**src/rtl/prio_demux_router.sv**
```systemverilog
// Streaming 1-to-4 priority demux: each beat goes to the port named by the highest set
// bit of s_sel. Each port has a one-entry buffer. Optional broadcast: PRIO_ROUTER_BCAST_EN.
module prio_demux_router #(
    parameter int DW    = 4,
    parameter int CNT_W = 8
) (
    input  logic            clk,
    input  logic            rst_n,
    input  logic            s_valid,
    output logic            s_ready,
    input  logic [3:0]      s_sel,
    input  logic [DW-1:0]   s_data,
    output logic [3:0]      m_valid,
    input  logic [3:0]      m_ready,
    output logic [4*DW-1:0] m_data,
    output logic [CNT_W-1:0] drop_cnt
);

    // Handshake: a beat moves when valid && ready on the same rising edge. s_ready never
    // looks at s_valid, and a loaded m_valid stays up with stable data until m_ready.
    logic [3:0]       r_valid;
    logic [4*DW-1:0]  r_data;
    logic [CNT_W-1:0] r_drop_cnt;

    logic [1:0] w_tgt;
    logic [3:0] w_tgt_oh;
    logic       w_drop;
    logic       w_bcast;
    logic [3:0] w_free;
    logic [3:0] w_load;
    logic       w_accept;

    always_comb begin
        w_tgt  = 2'd0;
        w_drop = 1'b0;
        casez (s_sel)
            4'b1???: w_tgt = 2'd3;
            4'b01??: w_tgt = 2'd2;
            4'b001?: w_tgt = 2'd1;
            4'b0001: w_tgt = 2'd0;
            default: w_drop = 1'b1;
        endcase
    end

    assign w_tgt_oh = 4'b0001 << w_tgt;
    assign w_free   = ~r_valid | m_ready;

`ifdef PRIO_ROUTER_BCAST_EN
    assign w_bcast = (s_sel == 4'b1111);
`else
    assign w_bcast = 1'b0;
`endif

    always_comb begin
        if (w_drop) begin
            s_ready = 1'b1;
        end else if (w_bcast) begin
            s_ready = &w_free;
        end else begin
            s_ready = w_free[w_tgt];
        end
    end

    assign w_accept = s_valid && s_ready;
    assign w_load   = (w_accept && !w_drop) ? (w_bcast ? 4'b1111 : w_tgt_oh) : 4'b0000;

    // A port refilled in the same cycle it drains stays valid and takes the new beat.
    always_ff @(posedge clk or negedge rst_n) begin
        if (!rst_n) begin
            r_valid <= 4'b0000;
            r_data  <= '0;
        end else begin
            for (int i = 0; i < 4; i++) begin
                if (w_load[i]) begin
                    r_valid[i]         <= 1'b1;
                    r_data[i*DW +: DW] <= s_data;
                end else if (m_ready[i]) begin
                    r_valid[i] <= 1'b0;
                end
            end
        end
    end

    always_ff @(posedge clk or negedge rst_n) begin
        if (!rst_n) begin
            r_drop_cnt <= '0;
        end else if (w_accept && w_drop && (r_drop_cnt != {CNT_W{1'b1}})) begin
            r_drop_cnt <= r_drop_cnt + 1'b1;
        end
    end

    assign m_valid  = r_valid;
    assign m_data   = r_data;
    assign drop_cnt = r_drop_cnt;

endmodule
```
**config.mk**
```make
export PLATFORM = sky130hd
export DESIGN_NAME = prio_demux_router
export DESIGN_NICKNAME = d
export VERILOG_FILES = /design/src/rtl/prio_demux_router.sv
export SDC_FILE = /design/constraint.sdc
export NUM_CORES = 1
export LEC_CHECK = 0
export CORE_MARGIN = 2
export CORE_UTILIZATION = 35
export CTS_CLUSTER_DIAMETER = 50
export DETAILED_ROUTE_END_ITERATION = 8
export HOLD_SLACK_MARGIN = 0.15
export PLACE_DENSITY = 0.63
export SLEW_MARGIN = 15
export SYNTH_ARGS = -nofsm -noshare
export SYNTH_HDL_FRONTEND = slang
export SYNTH_SLANG_ARGS = --single-unit
```
**constraint.sdc**
```tcl
create_clock -name clk -period 3.9 [get_ports clk]
set_input_delay 0.585 -clock clk [delete_from_list [all_inputs] [get_ports clk]]
set_output_delay 0.585 -clock clk [all_outputs]
set_load 0.1 [all_outputs]
```
# Word level (Yosys, flattened, before mapping)
# Index checks and enable logic that the tools add are counted.
[op_classes] n_reduce_logical=9 shift=1 eq_ne=4 div_mod_pow=0 order_cmp=1 n_mux=14 bitwise=2 multipliers=0 addsub=1
[ops] op="$mux W1" count=11
[ops] op="$add A8 B1 Y8 const B" count=1
[ops] op="$ne A8 B8 Y1 const B" count=1
[ops] op="$reduce_bool A2 Y1" count=4
[ops] op="$pmux W2 S3" count=1
[ops] op="$eq A4 B1 Y1 const B" count=1
[ops] op="$logic_and A1 B1 Y1" count=4
[ops] op="$mux W4" count=1
[ops] op="$not A4 Y4" count=1
[ops] op="$or A4 B4 Y4" count=1
[ops] op="$reduce_or A4 Y1" count=1
[ops] op="$shl A1 B2 Y4 const A" count=1
[ops] op="$eq A3 B1 Y1 const B" count=1
[ops] op="$lt A2 B3 Y1 const B" count=1
[ops] op="$bmux W1 S2" count=1
[ops] op="$eq A2 B1 Y1 const B" count=1
[word_totals] inputBits=15 memories=0 ff_bits=28 mem_bits_ro=0 mem_bits_rw=0 latch_bits=0

# Depth between registers and ports, before layout
# Gate-level depths: netlist of run 1.
[depth] depth_word=9 mapped_depth=5

# Least setup slack after synthesis of run 1
# No wires, ideal clock.
[synth_path] kind="flip-flop to output port" startpoint="register r_valid[1], in the netlist m_valid[1]" endpoint="output port s_ready" path_buffers=0 required_ps=3315 slack_ps=16 t_arrival_ps=3299 path_stages_with_launch=5 path_cell_list="dfrtp_1 nand2b_1 mux2_2 o21ai_0 o21ai_0"
[synth_via] elab_chain_len=5
[synth_rtl] element="start: declaration" line_no="21" rtl="logic [3:0] r_valid;"
[synth_rtl] element="start signal: assignment" line_no="70" rtl="r_valid <= 4'b0000;"
[synth_rtl] element="start signal: indexed assignment" line_no="75" rtl="r_valid[i] <= 1'b1;"
[synth_rtl] element="start signal: indexed assignment" line_no="78" rtl="r_valid[i] <= 1'b0;"
[synth_rtl] element="$not A4 Y4" line_no="46" rtl="assign w_free = ~r_valid | m_ready;"
[synth_rtl] element="$or A4 B4 Y4" line_no="46"
[synth_rtl] element="$bmux W1 S2" line_no="60" rtl="s_ready = w_free[w_tgt];"
[synth_rtl] element="$mux W1 (implied by the code)" line_no="60"
[synth_rtl] element="$mux W1" line_no="55" rtl="if (w_drop) begin"
[synth_rtl] element="end: declaration" line_no="10" rtl="output logic s_ready,"
# Every way passes these cells. The select of a mux whose other input is x is not followed.

# Worst setup path after layout of run 1
[layout_path] startpoint="input port s_sel[1]" endpoint="output port s_ready"
[layout_via] elab_chain_len=5
[layout_rtl] element="start: declaration" line_no="11" rtl="input logic [3:0] s_sel,"
[layout_rtl] element="$eq A3 B1 Y1" line_no="36" rtl="casez (s_sel)"
[layout_rtl] element="$pmux W2 S3" line_no="36"
[layout_rtl] element="$bmux W1 S2" line_no="60"
[layout_rtl] element="$mux W1 (implied by the code)" line_no="60"
[layout_rtl] element="$mux W1 (*)" line_no="55"
# Mark *: on every way between the ends. The rest lies on a longest branch, timed or not. The select of a mux whose other input is x is not followed.

==> summary.txt, run 1 <==
Power
  – Psw: 571.0 µW
  – Total power draw: 1161 µW
  – Seq pwr share: 32.3%
  – Worst ir drop on vdd: 0.3566 mV
  – Clock Power Share: 16.0%
  – Comb pwr share: 51.7%
  – Lkg Pwr: 0.0007709 µW
  – Sw Share: 49.18%
  – P_int: 590.0 µW
  – P per Cell Area: 652.1 mW/mm²

Clock tree
  – Root Driver: clkbuf_4
  – CTS tree: yes
  – Worst skew pair latency: 0.32 ns
  – CTS Buf Count: 3
  – Clock Path Buffers: 2
  – Sink Count: 28
  – Post_cts resized: 0
  – Hold Buf Count CTS: 0
  – Postcts setup bufs: 0
  – Clock-pin slew on the worst setup and hold paths: 0.15 ns
  – CTS H-tree depth: 1

Synth
  – Syn nets: 112
  – Syn_area_per_cell: 12.98 µm²
  – Post-synth top area share: 56.22%
  – Yosys reg bits: 28
  – Mapped Cells: 96
  – Synth area leader: dfrtp_1
  – Post-synth top cells: dfrtp_1, mux2_2, nand2_1
  – Register area share after synthesis: 56.22%
  – Post-Syn Area: 0.001246 mm²
  – Most frequent cell after synthesis: dfrtp_1
  – Largest cells by area after synthesis: dfrtp_1, mux2_2, nand2_1
  – Number of synthesized flops with an enable pin: 0
  – Async set-reset flop share out of synthesis: 100.0%
  – Synth cell types: 27
  – Syn. warnings: 0
  – Ys flop type: dfrtp_1

Timing
  – Slew headroom: 33.73%
  – RSZ-0062 raised after global routing: false
  – Max frequency: 392.5 MHz
  – Worst-margin pin slew: 0.9909 ns
  – Worst clock skew: 0.01526 ns
  – Final Hold Vio Count: 0
  – Setup TNS: 0 ns
  – Final setup viols: 0
  – Final slew viol count: 0
  – Period minus WS final: 2.548 ns
  – Period utilization: 65.33%

Worst hold path
  – Hold Crit Class: reg -> reg
  – Hold path start: m_data[12]$_DFFE_PN0P_
  – Hold Path Depth: 1

Placed design
  – GP Congestion: 0.7638
  – PortBufs: 43
  – HPWL Detailed: 2045 µm

Route
  – Routed len/inst: 13.70 µm
  – Vias/cell: 4.815
  – Post-route DRC violation count: 0
  – Via count: 910
  – Pre-antenna DRT Iters: 4
  – Detail Route Antenna Nets: 0
  – Routed WL: 2590 µm
  – DR iter-0 viols: 16

Outcome
  – Status: complete, no violations

Cells and area
  – Final Util: 52.53%
  – # nets final: 160
  – ANT cells: 0
  – Layout cells sized above 1: 21.68%
  – Area Growth Syn to Fin: 42.87%

Setup path
  – R2r startpoint: drop_cnt[3]$_DFFE_PN0P_
  – Worst-path fanout max: 5
  – Worst EP arrival: 1.96 ns
  – Startpoint Class: input port
  – WP data required: 3.31 ns
  – R2R depth: 4
  – CP Launch Point: s_sel[1]
  – Setup crit end kind: primary output
  – Setup Crit Path Kind: in -> out

Floorplanning
  – Die width: 63.67 µm
  – Die height: 63.67 µm
  – Die ar.: 0.004054 mm²
  – Core Rows: 21
  – Core area: 0.003390 mm²
  – Initial Utilization: 36.77%
  – I/O Pins: 44

Global routing
  – Largest net degree at the start of global routing: 29
  – All-Layer GR Usage: 13.48%
  – Antenna violations before repair: 0
  – Number of global-route vias before repair: 910
  – First-pass GRT wire length: 4264 µm
  – Total congestion overflow: 0

Run
  – MaxCap Viol Count: 0
-- critical path, stage by stage --
cell and delay [ns]:
clkdlybuf4s50_1 0.56, mux2_2 0.35, o21ai_0 0.14, o21ai_0 0.09, buf_4 0.24
-- cell type report --
type | count | area [µm²]
Clock inverter | 1 | 30.03
Tap cell | 46 | 57.56
Timing Repair Buffer | 44 | 435.4
Sequential cell | 28 | 700.7
Clock buffer | 3 | 22.52
Fill cell | 300 | 1609
Inverter | 2 | 7.507
Multi-Input combinational cell | 65 | 526.8
-- through the flow --
stage,cell area (µm²),setup slack (ns),hold WS (ns),std cells
floorplan,1246,0.01572,0.2894,96
global placement,1728,1.400,0.4894,185
detailed placement,1728,1.356,0.4940,185
CTS,1780,1.340,0.5314,189
global route,1780,1.240,0.5498,189
finish,1780,1.352,0.5261,189
-- per-layer routing --
layer	track usage (%)	up-vias	share of wire (%)	wire length, µm
met1	15.92	456	42	1088
met5	0	-	0	0
met3	2.500	2	4.1	107
li1	-	432	-	-
met2	24.21	20	53	1366
met4	4.891	0	1.0	27
-- worst paths after layout --
check / endpoint / slack (ns)
max: s_ready / 1.35
min: m_data[12]$_DFFE_PN0P_ / 0.53
max reg2reg: drop_cnt[1]$_DFFE_PN0P_ / 2.39
min reg2reg: m_data[12]$_DFFE_PN0P_ / 0.53
max in group asynchronous: m_data[7]$_DFFE_PN0P_ / 3.01
min in group asynchronous: drop_cnt[4]$_DFFE_PN0P_ / 0.61
-- layout by cell type (no fill, tap or decap), types with 2 or more instances in the layout --
cell type / Yosys / final
a21oi_1: 3 / 3
and2_1: 2 / 2
and3_2: 2 / 2
buf_4: 0 / 2
clkbuf_4: 0 / 3
clkdlybuf4s50_1: 0 / 42
dfrtp_1: 28 / 28
inv_1: 2 / 2
mux2_2: 18 / 18
mux2_4: 2 / 2
nand2_1: 9 / 9
nand2b_1: 4 / 4
nand3_1: 4 / 4
nand3b_1: 2 / 2
o21a_1: 2 / 2
o21ai_0: 3 / 3
xnor2_1: 2 / 2
-- logic make-up (layout without fill, tap and decap cells) --
family	Yosys count	in the layout	synth area share, %
xor gates and xnor gates	3	3	2.109
AOI/OAI and AO/OA	10	10	5.120
adders and majority gates	1	1	1.004
buffers and inverters	3	50	1.506
DFF	28	28	56.22
muxes	20	20	18.67
and+or+nand+nor	31	31	15.36
-- power groups by stage --
stage	logic (µW)	clock network (µW)	registers, µW
final	600	186	376
after global routing	615	208	384
after CTS	605	194	377
after detailed placement	603	0	382
after global placement	599	0	380
after floorplan	73.8	0	759
-- registers in the layout, summed over array words and instances, names as in the netlist --
name	flops
m_data	16
drop_cnt	8
m_valid	4
No activity file was read; power rests on OpenSTA's default activity.
==> run 2: changes to the inputs <==
==> constraint.sdc (replaced) <==
create_clock -name clk -period 2.7 [get_ports clk]
set_input_delay 0.405 -clock clk [delete_from_list [all_inputs] [get_ports clk]]
set_output_delay 0.405 -clock clk [all_outputs]
set_load 0.1 [all_outputs]
==> run 2 against run 1 <==
Clock skew fell by 0.011 ns. Total power rose by 43%. Critical path depth did not move. Combinational power is 40% higher. Global-route usage down 0.30 points. Sequential cell count stayed put. Count of clock-buffer cells in the layout did not move. Register-to-register slack worse by 1.2 ns. Critical path type unchanged. Critical endpoint unchanged. Largest cell class unchanged. Highest routed layer unchanged.
==> summary.txt, run 2 (same netlist as run 1, synthesis figures left out) <==
Floorplanning
  – I/O Pins: 44
  – Initial Utilization: 36.77%
  – Die height: 63.67 µm
  – Core area: 0.003390 mm²
  – Die width: 63.67 µm
  – Core Rows: 21
  – Die ar.: 0.004054 mm²

Setup path
  – CP delay by family, top: buffers and inverters
  – R2R depth: 4
  – WP data required: 2.30 ns
  – Setup crit end kind: primary output
  – Worst EP arrival: 1.78 ns
  – WP depth: 5
  – Startpoint Class: input port
  – Slowest stage delay, CP: 0.56 ns
  – Setup Crit Path Kind: in -> out
  – CP cell instances: clkdlybuf4s50_1, mux2_2, o21ai_0, o21ai_2, buf_12
  – Worst Path Buf+Inv: 2
  – Worst-path fanout max: 5
  – R2R Setup Slk: 1.18 ns
  – Slowest-stage cell, CP: clkdlybuf4s50_1

Route
  – Routed len/inst: 13.03 µm
  – Via count: 906
  – Detail Route Antenna Nets: 0
  – Post-route DRC violation count: 0
  – Vias/cell: 4.794
  – DR iter-0 viols: 18
  – Routed WL: 2462 µm
  – Pre-antenna DRT Iters: 4

Clock tree
  – Postcts setup bufs: 0
  – Hold Buf Count CTS: 0
  – Root Driver: clkbuf_4
  – CTS H-tree depth: 1
  – Post_cts resized: 0
  – CTS tree: yes
  – Sink Count: 28
  – Clock Path Buffers: 2
  – Worst skew pair latency: 0.33 ns
  – CTS Buf Count: 3
  – Clock-pin slew on the worst setup and hold paths: 0.15 ns

Timing
  – Setup TNS: 0 ns
  – Period minus WS final: 2.187 ns
  – Final slew viol count: 0
  – Final setup viols: 0
  – Max frequency: 457.3 MHz
  – Worst hold slack: 0.4247 ns
  – Slew headroom: 72.56%
  – Final Hold Vio Count: 0
  – RSZ-0062 raised after global routing: false
  – Worst-margin pin slew: 0.4115 ns
  – Period utilization: 80.99%
  – Worst clock skew: 0.004687 ns

Placed design
  – PortBufs: 43
  – HPWL Detailed: 1869 µm
  – Area after DPL: 0.001674 mm²
  – GP Congestion: 0.7937

Cells and area
  – # nets final: 160
  – Most common cell after layout, fill and taps aside: buf_4
  – Area Growth Syn to Fin: 38.55%
  – Fill count: 302
  – Commonest non-fill, non-tap cells in the layout: buf_4, dfrtp_1, mux2_2
  – Multi-input gate area: 530.5 µm²
  – Layout cells sized above 1: 41.96%
  – Final instance area: 0.001727 mm²
  – Final Util: 50.94%
  – Register Area: 700.7 µm²
  – ANT cells: 0
  – Max reg flops: 16

Global routing
  – All-Layer GR Usage: 13.18%
  – Number of global-route vias before repair: 917
  – Largest net degree at the start of global routing: 29
  – Total congestion overflow: 0
  – Antenna violations before repair: 0
  – First-pass GRT wire length: 4091 µm

Power
  – Lkg Pwr: 0.0008148 µW
  – Worst ir drop on vdd: 0.4672 mV
  – P per Cell Area: 959.7 mW/mm²

Outcome
  – Status: complete, no violations

Worst hold path
  – Hold Crit Class: in -> async

Run
  – MaxCap Viol Count: 0
==> run 2: changes by cell type in the layout (fill, tap and decap cells not counted), sizes merged <==
cell           previous run  this run
clkdlybuf4s50            42        14
buf                       2        30
==> run 2: worst register-to-register path, stage by stage, from the launching register on <==
cell and delay [ns]:
dfrtp_1 0.48, and3_2 0.26, nand3_1 0.15, o21a_1 0.24
mux2_4 0.30
==> run 2: final timing paths <==
kind | start | endpoint
setup / recovery | s_sel[1] | s_ready
hold / removal | rst_n | m_valid[1]$_DFFE_PN0P_
setup reg to reg | drop_cnt[3]$_DFFE_PN0P_ | drop_cnt[1]$_DFFE_PN0P_
hold reg to reg | m_data[4]$_DFFE_PN0P_ | m_data[4]$_DFFE_PN0P_
max in group asynchronous | rst_n | m_data[3]$_DFFE_PN0P_
min in group clk | m_data[4]$_DFFE_PN0P_ | m_data[4]$_DFFE_PN0P_
==> run 2: area by class of cell <==
type / instances / area share [%]
well taps: 46 / 3.333
clock inverters: 1 / 1.739
multi-input cells: 65 / 30.72
repair buffers: 44 / 21.88
clock buffers: 3 / 1.304
flip-flops and latches: 28 / 40.58
inverters: 2 / 0.4348
==> run 2: layer usage <==
metal | vias up | routed length (µm) | GRT usage, %
met2 | 23 | 1224 | 21.45
met1 | 441 | 1071 | 16.63
li1 | 438 | - | -
met3 | 4 | 122 | 2.679
met4 | 0 | 43 | 6.522
met5 | - | 0 | 0
==> run 2: stage by stage <==
stage	std cells	power [µW]	setup slack (ns)
detailed placement	185	1400	0.4700
floorplan	96	1204	0.2642
global placement	185	1392	0.4746
CTS	189	1677	0.4995
finish	189	1657	0.5132
global route	189	1723	0.4430
==> run 2: where the power goes <==
group	total, µW	internal (µW)	switching (µW)
sequential	545	493	52.0
combinational	840	186	654
clock	272	150	122
total	1660	829	828
==> run 3: changes to the inputs <==
==> constraint.sdc (replaced) <==
create_clock -name clk -period 2.15 [get_ports clk]
set_input_delay 0.3225 -clock clk [delete_from_list [all_inputs] [get_ports clk]]
set_output_delay 0.3225 -clock clk [all_outputs]
set_load 0.1 [all_outputs]
==> run 3 against run 2 <==
Largest power group unchanged. Sequential cell count unchanged. Critical endpoint unchanged. Count of clock-buffer cells in the layout unchanged. Utilization grew 1.4 points. Clock power rose by 25%. Clock skew rose by 0.0027 ns. Sequential power grew 26%.
==> summary.txt, run 3 (same netlist as run 1, synthesis figures left out) <==
Setup path
  – Worst EP arrival: 1.75 ns
  – Worst-path fanout max: 3
  – Setup Crit Path Kind: in -> out
  – Slowest stage delay, CP: 0.51 ns
  – CP cell instances: clkdlybuf4s50_1, nand3b_1, mux2_2, o21ai_0, o21ai_4, buf_12
  – WP data required: 1.83 ns
  – Slowest-stage cell, CP: clkdlybuf4s50_1
  – Setup crit end kind: primary output
  – Startpoint Class: input port

Timing
  – Period minus WS final: 2.072 ns
  – Max frequency: 482.6 MHz
  – Worst hold slack: 0.3601 ns
  – Final slew viol count: 0
  – Final setup viols: 0
  – Worst clock skew: 0.007397 ns
  – Setup TNS: 0 ns
  – Final Hold Vio Count: 0
  – RSZ-0062 raised after global routing: false
  – Slew headroom: 72.06%
  – Worst-margin pin slew: 0.4183 ns
  – Period utilization: 96.39%

Cells and area
  – Layout cells sized above 1: 45.95%
  – Final instance area: 0.001775 mm²
  – Fill count: 304
  – ANT cells: 0
  – # nets final: 165
  – Area Growth Syn to Fin: 42.47%
  – Most common cell after layout, fill and taps aside: buf_4
  – Max reg flops: 16
  – Finished Layout Cells: 194
  – Commonest non-fill, non-tap cells in the layout: buf_4, dfrtp_1, mux2_2
  – Final Util: 52.38%

Route
  – Routed len/inst: 13.04 µm
  – Pre-antenna DRT Iters: 4
  – DR iter-0 viols: 23
  – Detail Route Antenna Nets: 0
  – Via count: 902
  – Routed WL: 2529 µm
  – Vias/cell: 4.649
  – Post-route DRC violation count: 0

Power
  – Worst ir drop on vdd: 0.5142 mV
  – Lkg Pwr: 0.0008367 µW
  – Seq pwr share: 32.7%
  – Clock Power Share: 16.3%
  – Comb pwr share: 51.0%
  – P_int: 1047 µW
  – P per Cell Area: 1179 mW/mm²
  – Psw: 1047 µW
  – Sw Share: 49.99%

Floorplanning
  – I/O Pins: 44
  – Die width: 63.67 µm
  – Die ar.: 0.004054 mm²
  – Core Rows: 21
  – Initial Utilization: 36.77%
  – Die height: 63.67 µm
  – Core area: 0.003390 mm²

Clock tree
  – Hold Buf Count CTS: 0
  – Postcts setup bufs: 0
  – Clock Path Buffers: 2
  – CTS H-tree depth: 1
  – Sink Count: 28
  – Post_cts resized: 0
  – Worst skew pair latency: 0.32 ns
  – Clock-pin slew on the worst setup and hold paths: 0.15 ns
  – CTS Buf Count: 3
  – CTS tree: yes
  – Root Driver: clkbuf_4

Placed design
  – Area after DPL: 0.001723 mm²
  – HPWL Detailed: 2016 µm
  – Placed insts: 190
  – GP Congestion: 0.7731
  – PortBufs: 43

Global routing
  – Number of global-route vias before repair: 921
  – Antenna violations before repair: 0
  – Largest net degree at the start of global routing: 29
  – All-Layer GR Usage: 13.78%
  – First-pass GRT wire length: 4395 µm
  – Total congestion overflow: 0

Worst hold path
  – Hold Crit Class: in -> async

Outcome
  – Status: complete, no violations

Run
  – MaxCap Viol Count: 0
[run 3: layer usage]
layer | track usage (%) | routed length [µm] | vias to the layer above
li1 | - | - | 444
met1 | 18.65 | 1121 | 441
met2 | 22.76 | 1297 | 15
met3 | 2.679 | 82 | 2
met4 | 3.261 | 27 | 0
met5 | 0 | 0 | -
[run 3: final timing paths]
check,start,end,slack [ns],cells after the start
worst max register to register,drop_cnt[4]$_DFFE_PN0P_,drop_cnt[1]$_DFFE_PN0P_,0.68,4
worst max-delay path,s_sel[0],s_ready,0.08,6
worst min-delay path,rst_n,m_data[8]$_DFFE_PN0P_,0.36,2
worst min register to register,m_data[1]$_DFFE_PN0P_,m_data[1]$_DFFE_PN0P_,0.52,1
max in group asynchronous,rst_n,m_valid[0]$_DFFE_PN0P_,1.52,2
min in group clk,m_data[1]$_DFFE_PN0P_,m_data[1]$_DFFE_PN0P_,0.52,1
[run 3: per-stage QoR]
step / setup WS [ns] / power, µW
2_1_floorplan: 0.03025 / 1514
4_1_cts: 0.06258 / 2120
6_report: 0.07768 / 2094
3_5_place_dp: 0.07125 / 1773
5_1_grt: 0.004609 / 2185
3_3_place_gp: 0.1055 / 1762
[run 3: worst max-delay path: cells and delay by family]
family / cells / cell delay [ns]
AND/OR/NAND/NOR: 1 / 0.09
buffers and inverters: 2 / 0.68
AO/OA/AOI/OAI: 2 / 0.38
multiplexers: 1 / 0.26
[run 3: power by group through the flow]
| stage | combinational [µW] | sequential [µW] | clock (µW) |
|---|---|---|---|
| after floorplan | 137 | 1380 | 0 |
| final | 1070 | 685 | 341 |
| after global routing | 1100 | 701 | 381 |
| after detailed placement | 1080 | 697 | 0 |
| after global placement | 1070 | 695 | 0 |
| after CTS | 1080 | 688 | 355 |
[run 3: layout make-up]
class / instances / area (µm²) / share of cell area (%)
flip-flops and latches: 28 / 704.4 / 39.68
multi-input cells: 65 / 538.0 / 30.30
clock inverters: 1 / 30.03 / 1.691
clock buffers: 3 / 22.52 / 1.269
well taps: 46 / 57.56 / 3.242
repair buffers: 49 / 415.4 / 23.40
inverters: 2 / 7.507 / 0.4228
